<file path="config.mk">
export PLATFORM = sky130hd
export DESIGN_NAME = mmu_mem_arbiter_flat
export DESIGN_NICKNAME = d
export VERILOG_FILES = /design/src/rtl/mmu_mem_arbiter_if.sv /design/src/rtl/mmu_mem_arbiter.sv /design/src/flat_wrapper.sv
export SDC_FILE = /design/constraint.sdc
export NUM_CORES = 1
export LEC_CHECK = 0
export CAP_MARGIN = 20
export CORE_AREA = 2 2 158 160
export DETAILED_ROUTE_END_ITERATION = 10
export DIE_AREA = 0 0 160 162
export PLACE_DENSITY = 0.65
export RECOVER_POWER = 50
export REMOVE_ABC_BUFFERS = 1
export SLEW_MARGIN = 30
export SYNTH_ARGS = -nofsm -noshare
export SYNTH_HDL_FRONTEND = slang
export SYNTH_SLANG_ARGS = --single-unit
</file>
<file path="constraint.sdc">
create_clock -name iCLOCK -period 6.33 [get_ports iCLOCK]
set_input_delay 1.266 -clock iCLOCK [delete_from_list [all_inputs] [get_ports iCLOCK]]
set_output_delay 1.266 -clock iCLOCK [all_outputs]
set_load 0.01 [all_outputs]
</file>
<file path="src/rtl/mmu_mem_arbiter_if.sv">
// mmu_mem_arbiter_if: bundles the IF/DT request-response ports and the memory-side port.
// The slave modport is the arbiter's view; the master modport is the view of everything around it.
interface mmu_mem_arbiter_if;
   logic        iIF_REQ;
   logic        oIF_LOCK;
   logic [1:0]  iIF_ORDER;
   logic        iIF_RW;
   logic [31:0] iIF_ADDR;
   logic [31:0] iIF_DATA;
   logic        oIF_REQ;
   logic        iIF_LOCK;
   logic [63:0] oIF_DATA;
   logic        iDT_REQ;
   logic        oDT_LOCK;
   logic [1:0]  iDT_ORDER;
   logic        iDT_RW;
   logic [31:0] iDT_ADDR;
   logic [31:0] iDT_DATA;
   logic        oDT_REQ;
   logic        iDT_LOCK;
   logic [63:0] oDT_DATA;
   logic        oMEMORY_REQ;
   logic        iMEMORY_LOCK;
   logic [1:0]  oMEMORY_ORDER;
   logic        oMEMORY_RW;
   logic [31:0] oMEMORY_ADDR;
   logic [31:0] oMEMORY_DATA;
   logic        iMEMORY_REQ;
   logic        oMEMORY_LOCK;
   logic [63:0] iMEMORY_DATA;
   modport slave (
      input  iIF_REQ, iIF_ORDER, iIF_RW, iIF_ADDR, iIF_DATA, iIF_LOCK,
      output oIF_LOCK, oIF_REQ, oIF_DATA,
      input  iDT_REQ, iDT_ORDER, iDT_RW, iDT_ADDR, iDT_DATA, iDT_LOCK,
      output oDT_LOCK, oDT_REQ, oDT_DATA,
      output oMEMORY_REQ, oMEMORY_ORDER, oMEMORY_RW, oMEMORY_ADDR, oMEMORY_DATA, oMEMORY_LOCK,
      input  iMEMORY_LOCK, iMEMORY_REQ, iMEMORY_DATA
   );
   modport master (
      output iIF_REQ, iIF_ORDER, iIF_RW, iIF_ADDR, iIF_DATA, iIF_LOCK,
      input  oIF_LOCK, oIF_REQ, oIF_DATA,
      output iDT_REQ, iDT_ORDER, iDT_RW, iDT_ADDR, iDT_DATA, iDT_LOCK,
      input  oDT_LOCK, oDT_REQ, oDT_DATA,
      input  oMEMORY_REQ, oMEMORY_ORDER, oMEMORY_RW, oMEMORY_ADDR, oMEMORY_DATA, oMEMORY_LOCK,
      output iMEMORY_LOCK, iMEMORY_REQ, iMEMORY_DATA
   );
endinterface

</file>
<file path="src/rtl/mmu_mem_arbiter.sv">
// mmu_mem_arbiter: round-robin merge of IF/DT MMU requests onto one memory port.
// An owner-tag FIFO steers in-order read responses back to the requesting side.
module mmu_mem_arbiter #(
   parameter int P_DEPTH   = 16,
   parameter int P_DEPTH_N = 4
) (
   input  logic iCLOCK,
   input  logic iRESET,
   input  logic iFLUSH,
   output logic oPROTOCOL_ERR,
   mmu_mem_arbiter_if.slave bus
);
   logic                 gnt_dt, gnt_if, full, empty, head;
   logic                 mreq, mlock, accept, push, rsp, pop;
   logic                 last_q, last_d, err_q, err_d;
   logic                 if_req_q, if_req_d, dt_req_q, dt_req_d;
   logic [63:0]          if_data_q, if_data_d, dt_data_q, dt_data_d;
   logic [P_DEPTH_N:0]   cnt_q, cnt_d;
   logic [P_DEPTH_N-1:0] wr_q, wr_d, rd_q, rd_d;
   logic                 owner_q [P_DEPTH];
   always_comb begin
      // last_q: 0=IF, 1=DT; on a tie the side that did not win last time goes
      gnt_dt = bus.iDT_REQ && (!bus.iIF_REQ || !last_q);
      gnt_if = bus.iIF_REQ && !gnt_dt;
      full   = cnt_q == (P_DEPTH_N+1)'(P_DEPTH);
      empty  = cnt_q == '0;
      head   = owner_q[rd_q];
      mreq   = (bus.iIF_REQ || bus.iDT_REQ) && !iFLUSH && !full;
      mlock  = !empty && (head ? bus.iDT_LOCK : bus.iIF_LOCK);
      accept = mreq && !bus.iMEMORY_LOCK;
      push   = accept && !(gnt_dt ? bus.iDT_RW : bus.iIF_RW);
      rsp    = bus.iMEMORY_REQ && !mlock;
      pop    = rsp && !empty;
      last_d = accept ? gnt_dt : last_q;
      cnt_d  = iFLUSH ? '0 : cnt_q + (P_DEPTH_N+1)'(push) - (P_DEPTH_N+1)'(pop);
      wr_d   = iFLUSH ? '0 : wr_q + P_DEPTH_N'(push);
      rd_d   = iFLUSH ? '0 : rd_q + P_DEPTH_N'(pop);
      err_d  = err_q || (rsp && empty && !iFLUSH);
      if_req_d  = iFLUSH ? 1'b0 : bus.iIF_LOCK ? if_req_q : pop && !head;
      dt_req_d  = iFLUSH ? 1'b0 : bus.iDT_LOCK ? dt_req_q : pop && head;
      if_data_d = iFLUSH ? '0 : (!bus.iIF_LOCK && pop && !head) ? bus.iMEMORY_DATA : if_data_q;
      dt_data_d = iFLUSH ? '0 : (!bus.iDT_LOCK && pop && head) ? bus.iMEMORY_DATA : dt_data_q;
   end
   always_ff @(posedge iCLOCK or posedge iRESET) begin
      if (iRESET) begin
         last_q    <= 1'b1;
         err_q     <= 1'b0;
         cnt_q     <= '0;
         wr_q      <= '0;
         rd_q      <= '0;
         if_req_q  <= 1'b0;
         dt_req_q  <= 1'b0;
         if_data_q <= '0;
         dt_data_q <= '0;
      end else begin
         last_q    <= last_d;
         err_q     <= err_d;
         cnt_q     <= cnt_d;
         wr_q      <= wr_d;
         rd_q      <= rd_d;
         if_req_q  <= if_req_d;
         dt_req_q  <= dt_req_d;
         if_data_q <= if_data_d;
         dt_data_q <= dt_data_d;
      end
   end
   always_ff @(posedge iCLOCK) begin
      if (push) owner_q[wr_q] <= gnt_dt;
   end
   assign bus.oMEMORY_REQ   = mreq;
   assign bus.oMEMORY_ORDER = gnt_dt ? bus.iDT_ORDER : bus.iIF_ORDER;
   assign bus.oMEMORY_RW    = gnt_dt ? bus.iDT_RW    : bus.iIF_RW;
   assign bus.oMEMORY_ADDR  = gnt_dt ? bus.iDT_ADDR  : bus.iIF_ADDR;
   assign bus.oMEMORY_DATA  = gnt_dt ? bus.iDT_DATA  : bus.iIF_DATA;
   assign bus.oMEMORY_LOCK  = mlock;
   assign bus.oIF_LOCK      = !gnt_if || bus.iMEMORY_LOCK || full || iFLUSH;
   assign bus.oDT_LOCK      = !gnt_dt || bus.iMEMORY_LOCK || full || iFLUSH;
   assign bus.oIF_REQ       = if_req_q;
   assign bus.oDT_REQ       = dt_req_q;
   assign bus.oIF_DATA      = if_data_q;
   assign bus.oDT_DATA      = dt_data_q;
   assign oPROTOCOL_ERR     = err_q;
endmodule

</file>
<file path="src/flat_wrapper.sv">
// flat-port wrapper written by rule: the top's interface ports become plain ports
module mmu_mem_arbiter_flat 
#(
   parameter int P_DEPTH   = 16,
   parameter int P_DEPTH_N = 4
)
  (iCLOCK, iRESET, iFLUSH, oPROTOCOL_ERR, bus_iIF_REQ, bus_iIF_ORDER, bus_iIF_RW, bus_iIF_ADDR, bus_iIF_DATA, bus_iIF_LOCK, bus_oIF_LOCK, bus_oIF_REQ, bus_oIF_DATA, bus_iDT_REQ, bus_iDT_ORDER, bus_iDT_RW, bus_iDT_ADDR, bus_iDT_DATA, bus_iDT_LOCK, bus_oDT_LOCK, bus_oDT_REQ, bus_oDT_DATA, bus_oMEMORY_REQ, bus_oMEMORY_ORDER, bus_oMEMORY_RW, bus_oMEMORY_ADDR, bus_oMEMORY_DATA, bus_oMEMORY_LOCK, bus_iMEMORY_LOCK, bus_iMEMORY_REQ, bus_iMEMORY_DATA);
  mmu_mem_arbiter_if bus_i ();
  input  logic iCLOCK;
  input  logic iRESET;
  input  logic iFLUSH;
  output logic oPROTOCOL_ERR;
  input wire logic [$bits(bus_i.iIF_REQ)-1:0] bus_iIF_REQ;
  input wire logic [$bits(bus_i.iIF_ORDER)-1:0] bus_iIF_ORDER;
  input wire logic [$bits(bus_i.iIF_RW)-1:0] bus_iIF_RW;
  input wire logic [$bits(bus_i.iIF_ADDR)-1:0] bus_iIF_ADDR;
  input wire logic [$bits(bus_i.iIF_DATA)-1:0] bus_iIF_DATA;
  input wire logic [$bits(bus_i.iIF_LOCK)-1:0] bus_iIF_LOCK;
  output wire logic [$bits(bus_i.oIF_LOCK)-1:0] bus_oIF_LOCK;
  output wire logic [$bits(bus_i.oIF_REQ)-1:0] bus_oIF_REQ;
  output wire logic [$bits(bus_i.oIF_DATA)-1:0] bus_oIF_DATA;
  input wire logic [$bits(bus_i.iDT_REQ)-1:0] bus_iDT_REQ;
  input wire logic [$bits(bus_i.iDT_ORDER)-1:0] bus_iDT_ORDER;
  input wire logic [$bits(bus_i.iDT_RW)-1:0] bus_iDT_RW;
  input wire logic [$bits(bus_i.iDT_ADDR)-1:0] bus_iDT_ADDR;
  input wire logic [$bits(bus_i.iDT_DATA)-1:0] bus_iDT_DATA;
  input wire logic [$bits(bus_i.iDT_LOCK)-1:0] bus_iDT_LOCK;
  output wire logic [$bits(bus_i.oDT_LOCK)-1:0] bus_oDT_LOCK;
  output wire logic [$bits(bus_i.oDT_REQ)-1:0] bus_oDT_REQ;
  output wire logic [$bits(bus_i.oDT_DATA)-1:0] bus_oDT_DATA;
  output wire logic [$bits(bus_i.oMEMORY_REQ)-1:0] bus_oMEMORY_REQ;
  output wire logic [$bits(bus_i.oMEMORY_ORDER)-1:0] bus_oMEMORY_ORDER;
  output wire logic [$bits(bus_i.oMEMORY_RW)-1:0] bus_oMEMORY_RW;
  output wire logic [$bits(bus_i.oMEMORY_ADDR)-1:0] bus_oMEMORY_ADDR;
  output wire logic [$bits(bus_i.oMEMORY_DATA)-1:0] bus_oMEMORY_DATA;
  output wire logic [$bits(bus_i.oMEMORY_LOCK)-1:0] bus_oMEMORY_LOCK;
  input wire logic [$bits(bus_i.iMEMORY_LOCK)-1:0] bus_iMEMORY_LOCK;
  input wire logic [$bits(bus_i.iMEMORY_REQ)-1:0] bus_iMEMORY_REQ;
  input wire logic [$bits(bus_i.iMEMORY_DATA)-1:0] bus_iMEMORY_DATA;
  assign bus_i.iIF_REQ = bus_iIF_REQ;
  assign bus_i.iIF_ORDER = bus_iIF_ORDER;
  assign bus_i.iIF_RW = bus_iIF_RW;
  assign bus_i.iIF_ADDR = bus_iIF_ADDR;
  assign bus_i.iIF_DATA = bus_iIF_DATA;
  assign bus_i.iIF_LOCK = bus_iIF_LOCK;
  assign bus_oIF_LOCK = bus_i.oIF_LOCK;
  assign bus_oIF_REQ = bus_i.oIF_REQ;
  assign bus_oIF_DATA = bus_i.oIF_DATA;
  assign bus_i.iDT_REQ = bus_iDT_REQ;
  assign bus_i.iDT_ORDER = bus_iDT_ORDER;
  assign bus_i.iDT_RW = bus_iDT_RW;
  assign bus_i.iDT_ADDR = bus_iDT_ADDR;
  assign bus_i.iDT_DATA = bus_iDT_DATA;
  assign bus_i.iDT_LOCK = bus_iDT_LOCK;
  assign bus_oDT_LOCK = bus_i.oDT_LOCK;
  assign bus_oDT_REQ = bus_i.oDT_REQ;
  assign bus_oDT_DATA = bus_i.oDT_DATA;
  assign bus_oMEMORY_REQ = bus_i.oMEMORY_REQ;
  assign bus_oMEMORY_ORDER = bus_i.oMEMORY_ORDER;
  assign bus_oMEMORY_RW = bus_i.oMEMORY_RW;
  assign bus_oMEMORY_ADDR = bus_i.oMEMORY_ADDR;
  assign bus_oMEMORY_DATA = bus_i.oMEMORY_DATA;
  assign bus_oMEMORY_LOCK = bus_i.oMEMORY_LOCK;
  assign bus_i.iMEMORY_LOCK = bus_iMEMORY_LOCK;
  assign bus_i.iMEMORY_REQ = bus_iMEMORY_REQ;
  assign bus_i.iMEMORY_DATA = bus_iMEMORY_DATA;
  mmu_mem_arbiter #(.P_DEPTH(P_DEPTH), .P_DEPTH_N(P_DEPTH_N)) u_core (.iCLOCK(iCLOCK), .iRESET(iRESET), .iFLUSH(iFLUSH), .oPROTOCOL_ERR(oPROTOCOL_ERR), .bus(bus_i));
endmodule
</file>
==> impl_metrics.json, run 1 <==
{
  "crit_required_ns": 5.06,
  "grt_usage_pct": 20.4,
  "clk_latency_ns": 0.42,
  "io_pins": 409,
  "cts_buffer_depth": 2,
  "rr_worst_depth": 8,
  "cts_tree": "done",
  "final_util_pct": 53.6,
  "dpl.hpwl_mm": 19.5,
  "n_fill_cell": 2260,
  "synth_cell_types": 39,
  "fin_nets": 1466,
  "start_kind": "input port",
  "drv_cap": 2,
  "clock_sinks": 161,
  "die_area_um2": 25900,
  "syn2layout_area_growth_pct": 61.4,
  "setup_violations": 0,
  "first_pass_iters": 5,
  "antenna_found_initial": 0,
  "num_vias": 7184,
  "path_class": "in2out",
  "rsz0062_at_grt": "no",
  "min-delay-path-class": "reg2reg",
  "tightest_slew_ns": 3.09,
  "regToRegEndpoint": "u_core.bus.oDT_DATA[60]",
  "place_congestion": 0.949,
  "power_density_nw_per_um2": 262,
  "r2r-start": "u_core.rd_q[1]",
  "seq_area_frac_synth_pct": 51.4,
  "endpoint_kind": "output port",
  "post-route-period-util_pct": 84.5,
  "htreeDepth": 4,
  "yosys.area.top_type": "dfrtp_1",
  "ys_warn_count": 0,
  "holdPathStages": 1,
  "initial_core_util_pct": 33.2,
  "slew_headroom_pct": -106,
  "hold_end": "u_core.oPROTOCOL_ERR",
  "grt_overflow_total": 0,
  "fin_cells": 1585,
  "multi_input_area_um2": 3550,
  "layout-drive-gt1-share_pct": 3.97,
  "cp_max_fo": 39,
  "vdd_ir_drop_max_mv": 0.158,
  "postRouteAntennaNets": 0,
  "seqPwrFrac_pct": 35.9,
  "via_per_inst": 4.53,
  "netlist_instances": 867,
  "ctsHoldBuffers": 0,
  "num_rows": 57,
  "slew_violations": 148,
  "cts_buffers": 17,
  "cts_root_buf": "clkbuf_16",
  "maxClockFrequency_mhz": 187,
  "status": "finished, violations left",
  "grt_pass1_wl_mm": 41.5,
  "avgSynthCellArea_um2": 9.23,
  "cts_setup_buffers": 0,
  "violations": "capacitance limit, slew limit",
  "drc": 0,
  "netlist.area_leader.share_pct": 45.0,
  "cts_resized": 0,
  "most-common-layout-cells": "nand2_1 (405), clkdlybuf4s50_1 (328), dfrtp_1 (144), mux2i_1 (135), dlygate4sd3_1 (80)",
  "p_sw_share_pct": 31.3,
  "grt_max_degree": 104,
  "place_inst": 1552,
  "fp.dieW_um": 160,
  "portBuffers": 408,
  "clk_pin_slew_ns": 0.07,
  "synthTopCellsByArea": "dfrtp_1 (45%), nand2_1 (19%), mux2i_1 (17%), edfxtp_1 (6.0%), clkbuf_1 (1.9%)",
  "pwr-share-comb_pct": 33.5,
  "final_common_cell": "nand2_1",
  "period_needed_ns": 5.35,
  "fin_skew_ns": 0.0118,
  "min_from": "u_core.oPROTOCOL_ERR",
  "rrSetupSlack_ns": 2.86,
  "register_area_um2": 4110,
  "intPower_w": 0.00232,
  "finalHoldViolCount": 0,
  "switchingPower_w": 0.00106,
  "antenna_cells": 0,
  "core_um2": 24100,
  "synth_area_um2": 8000,
  "leakage_nw": 6.64,
  "grt_pass1_vias": 7278,
  "ys_ff_latch": 161,
  "crit_arrival_ns": 4.08,
  "drtIter0Drc": 479,
  "totalWireLength_mm": 26.3,
  "wl_per_cell_um": 16.6,
  "p_clk_share_pct": 30.7,
  "die_y_um": 162
}
-- area by class of cell --
| type | count | share of cell area, % |
|---|---|---|
| clock buffers | 19 | 3.52 |
| well taps | 324 | 3.14 |
| multi-input cells | 635 | 27.5 |
| repair buffers | 420 | 32.5 |
| inverters | 13 | 0.436 |
| flip-flops and latches | 161 | 31.8 |
| clock inverters | 13 | 1.06 |
-- power by group through the flow --
| stage | clock [W] | combinational [W] | sequential [W] |
|---|---|---|---|
| final | 0.00104 | 0.00113 | 0.00121 |
| after global routing | 0.00111 | 0.00124 | 0.00123 |
| after floorplan | 0 | 0.000553 | 0.00127 |
| after CTS | 0.00107 | 0.00116 | 0.00122 |
| after global placement | 0 | 0.00114 | 0.00123 |
| after detailed placement | 0 | 0.00115 | 0.00123 |
-- Yosys cell counts (all sizes together) --
master and count:
ha 10, mux2 2, nand3 6, clkinv 1
inv 12, nand2 405, nor3 5, fa 1
mux2i 135, nor2b 7, dfrtp 144, a211oi 2
edfxtp 16, a31oi 1, a21bo 1, xor2 4
a22oi 2, or3 4, or2 1, o22a 2
or4b 1, nand2b 3, nand3b 2, nor3b 3
clkbuf 40, dfstp 1, o21ai 2, xnor2 3
o32ai 2, buf 18, a21oi 6, a21o 1
a41o 1, nor2 23
-- worst max-delay path, cell delays in order --
cell             delay [ns]
dlygate4sd3_1          0.59
a21bo_2                0.24
inv_1                  0.81
buf_4                  0.44
nand2_1                0.11
nand2_1                0.07
clkdlybuf4s50_1        0.54
-- stage by stage --
stage | hold WS [ns] | setup TNS (ns) | cell area (um^2) | setup WS (ns) | power [W]
floorplan | 0.503 | -23.86 | 7690 | -1.74 | 0.00182
global placement | 0.453 | 0 | 12300 | 1.45 | 0.00237
detailed placement | 0.467 | 0 | 12300 | 1.43 | 0.00239
CTS | 0.483 | 0 | 12900 | 1.43 | 0.00344
global route | 0.517 | 0 | 12900 | 0.667 | 0.00358
finish | 0.482 | 0 | 12900 | 0.981 | 0.00339
-- cells by family (layout without fill, tap and decap cells) --
kind of cell | count (synthesis) | after routing | synth area share [%]
AND/OR/NAND/NOR | 460 | 460 | 22.6
flip-flops | 161 | 161 | 51.4
multiplexers | 137 | 137 | 17.2
buffers and inverters | 71 | 465 | 4.44
AO/OA/AOI/OAI | 20 | 20 | 1.80
adder cells (fa/ha/maj) | 11 | 11 | 1.81
XOR/XNOR | 7 | 7 | 0.766
-- layer usage --
metal	global-route usage, %	up-vias	wire (um)
met5	0	-	0
met3	5.06	32	1770
met1	27.3	3352	11500
met2	32.7	236	12500
li1	-	3564	-
met4	6.88	0	530
-- flip-flops by register name, summed over array words and instances, names as in the netlist --
name,count
u_core.bus.oDT_REQ,1
u_core.last_q,1
u_core.wr_q,4
u_core.cnt_q,5
u_core.owner_q,16
u_core.bus.oIF_REQ,1
u_core.bus.oIF_DATA,64
u_core.rd_q,4
u_core.bus.oDT_DATA,64
u_core.oPROTOCOL_ERR,1
-- how the worst max path moves through the flow --
stage / from / to / slack [ns] / cells after the start
2_1_floorplan: bus_iMEMORY_REQ / u_core.cnt_q[4] / -1.74 / 14
3_3_place_gp: bus_iDT_REQ / bus_oMEMORY_DATA[30] / 1.45 / 7
4_1_cts: bus_iDT_REQ / bus_oMEMORY_ADDR[28] / 1.43 / 7
6_report: bus_iDT_REQ / bus_oMEMORY_DATA[2] / 0.98 / 7
5_1_grt: iFLUSH / u_core.bus.oIF_DATA[52] / 0.67 / 6
3_5_place_dp: bus_iDT_REQ / bus_oMEMORY_ADDR[28] / 1.43 / 7
(Power assumes the default switching activity.)
==> run 2: changes to the inputs <==
Settings changed: CORE_AREA 2 2 158 160 to 2 2 159 161, DIE_AREA 0 0 160 162 to 0 0 161 163, PLACE_DENSITY 0.65 to 0.67.
Clock period 6.33 ns to 4.7 ns, I/O delays scaled along.
==> run 2 against run 1 <==
Compared with the run above: the run still ends with capacitance limit, slew limit left; sequential power up 36%; clock power up 38%; critical path type unchanged; core utilization down 1.3 points; critical path depth unchanged; sequential cell count unchanged; largest power group unchanged; routed wire length up 7.9%; register-to-register slack worse by 1.7 ns; worst hold slack better by 0.040 ns; global-route usage up 0.95 points; non-clock buffer count unchanged; critical endpoint is now bus_oMEMORY_ORDER[1]; power up 36%; worst setup slack worse by 0.36 ns.
==> impl_metrics.json, run 2 (synthesis results as in run 1) <==
{
  "status": "finished, violations left",
  "violations": "capacitance limit, slew limit",
  "cpPeakStageDelay_ns": 0.61,
  "num_vias": 7215,
  "cts_resized": 0,
  "portBuffers": 408,
  "via_per_inst": 4.53,
  "htreeDepth": 4,
  "wl_per_cell_um": 17.8,
  "place_worst_setup_slack_ns": 0.768,
  "fp.dieW_um": 161,
  "rsz0062_at_grt": "no",
  "syn2layout_area_growth_pct": 61.3,
  "die_y_um": 163,
  "seqPwrFrac_pct": 35.5,
  "cts_setup_buffers": 0,
  "fin_ws_ns": 0.625,
  "cts_tree": "done",
  "post-route-period-util_pct": 86.7,
  "p_sw_share_pct": 31.6,
  "pwr-share-comb_pct": 33.5,
  "clk_latency_ns": 0.43,
  "setup_violations": 0,
  "cts_buffer_depth": 2,
  "grt_pass1_wl_mm": 43.1,
  "place_congestion": 0.864,
  "multi_input_area_um2": 3550,
  "core_um2": 24700,
  "path_class": "in2out",
  "period_needed_ns": 4.08,
  "num_rows": 58,
  "tightest_slew_ns": 2.09,
  "leakage_nw": 6.69,
  "drtIter0Drc": 474,
  "cts_buffers": 17,
  "drv_cap": 2,
  "fin_skew_ns": 0.0154,
  "io_pins": 409,
  "switchingPower_w": 0.00146,
  "ctsHoldBuffers": 0,
  "crit_arrival_ns": 3.14,
  "layout-drive-gt1-share_pct": 4.28,
  "intPower_w": 0.00315,
  "antenna_cells": 0,
  "grt_usage_pct": 21.4,
  "grt_pass1_vias": 7070,
  "postRouteAntennaNets": 0,
  "placed_area_um2": 12300,
  "endpoint_kind": "output port",
  "crit_top_cell": "nand2_1",
  "register_area_um2": 4110,
  "fin_nets": 1466,
  "start_kind": "input port",
  "n_fill_cell": 2248,
  "antenna_found_initial": 1,
  "slew_headroom_pct": -39.1,
  "maxClockFrequency_mhz": 245,
  "dpl.hpwl_mm": 21.4,
  "first_pass_iters": 5,
  "initial_core_util_pct": 32.4,
  "path_cells": "dlygate4sd3_1 > a21bo_2 > inv_1 > buf_4 > nand2_1 > nand2_1 > clkdlybuf4s50_1",
  "cts_root_buf": "clkbuf_16",
  "power_density_nw_per_um2": 357,
  "final_common_cell": "nand2_1",
  "min-delay-path-class": "reg2reg",
  "grt_overflow_total": 0,
  "crit_required_ns": 3.76,
  "p_clk_share_pct": 31.0,
  "clk_pin_slew_ns": 0.07,
  "totalWireLength_mm": 28.4,
  "die_area_um2": 26200,
  "clock_sinks": 161,
  "cp_max_fo": 39,
  "final_cell_area_um2": 12900,
  "finalHoldViolCount": 0,
  "power_w": 0.00461,
  "most-common-layout-cells": "nand2_1 (405), clkdlybuf4s50_1 (307), dfrtp_1 (144), mux2i_1 (135), dlygate4sd3_1 (101)",
  "drc": 0,
  "slew_violations": 201,
  "setup_tns_ns": 0,
  "crit_path_top_delay_cell": "dlygate4sd3_1",
  "vdd_ir_drop_max_mv": 0.202,
  "grt_max_degree": 104
}
## run 2: changes by cell type in the layout (fill, tap and decap cells not counted), moves of 2 or more
cell	change
clkinv_2	-2
clkinv_4	+2
clkdlybuf4s50_1	-21
dlygate4sd3_1	+21
clkinvlp_4	+2
buf_16	-2
buf_4	+4
clkbuf_1	-3
## run 2: power groups by stage
stage	Clock [W]	Combinational (W)	Sequential, W
2_1_floorplan	0	0.000744	0.00171
5_1_grt	0.00154	0.00167	0.00166
3_3_place_gp	0	0.00158	0.00166
6_report	0.00143	0.00155	0.00164
4_1_cts	0.00147	0.00159	0.00164
3_5_place_dp	0	0.00157	0.00167
## run 2: worst max-delay path, delay by kind of cell
kind                   cells  cell delay (ns)
buffers and inverters      4             1.63
and+or+nand+nor            2             0.30
AOI/OAI and AO/OA          1             0.26
## run 2: final timing paths
check / depth (start not counted) / endpoint / slack, ns / start
setup / recovery: 7 / bus_oMEMORY_ORDER[1] / 0.62 / bus_iDT_REQ
hold / removal: 2 / u_core.bus.oDT_DATA[24] / 0.52 / u_core.bus.oDT_DATA[24]
setup reg to reg: 17 / u_core.cnt_q[4] / 1.17 / u_core.cnt_q[3]
hold reg to reg: 2 / u_core.bus.oDT_DATA[24] / 0.52 / u_core.bus.oDT_DATA[24]
max in group asynchronous: 3 / u_core.bus.oDT_DATA[55] / 0.96 / iRESET
min in group asynchronous: 2 / u_core.bus.oDT_DATA[52] / 1.64 / iRESET
## run 2: final cells by class
| cell class | instances | share of cell area, % |
|---|---|---|
| multi-input combinational | 635 | 27.5 |
| tap | 330 | 3.20 |
| inverter | 13 | 0.436 |
| timing repair buffer | 420 | 32.3 |
| clock inverter | 13 | 1.28 |
| sequential | 161 | 31.8 |
| clock buffer | 19 | 3.43 |
## run 2: per-layer routing
layer,wire length (um),track usage (%)
met3,2130,5.91
met2,12400,31.6
met4,445,5.64
met5,10,0
met1,13400,30.9
## run 2: per-stage QoR
stage                     hold slack, ns  util, %  cells
after floorplan                    0.503        -    809
after global placement             0.514     49.9   1559
after detailed placement           0.520     49.9   1559
after CTS                          0.530     52.4   1591
after global routing               0.547     52.3   1591
final                              0.522     52.3   1591
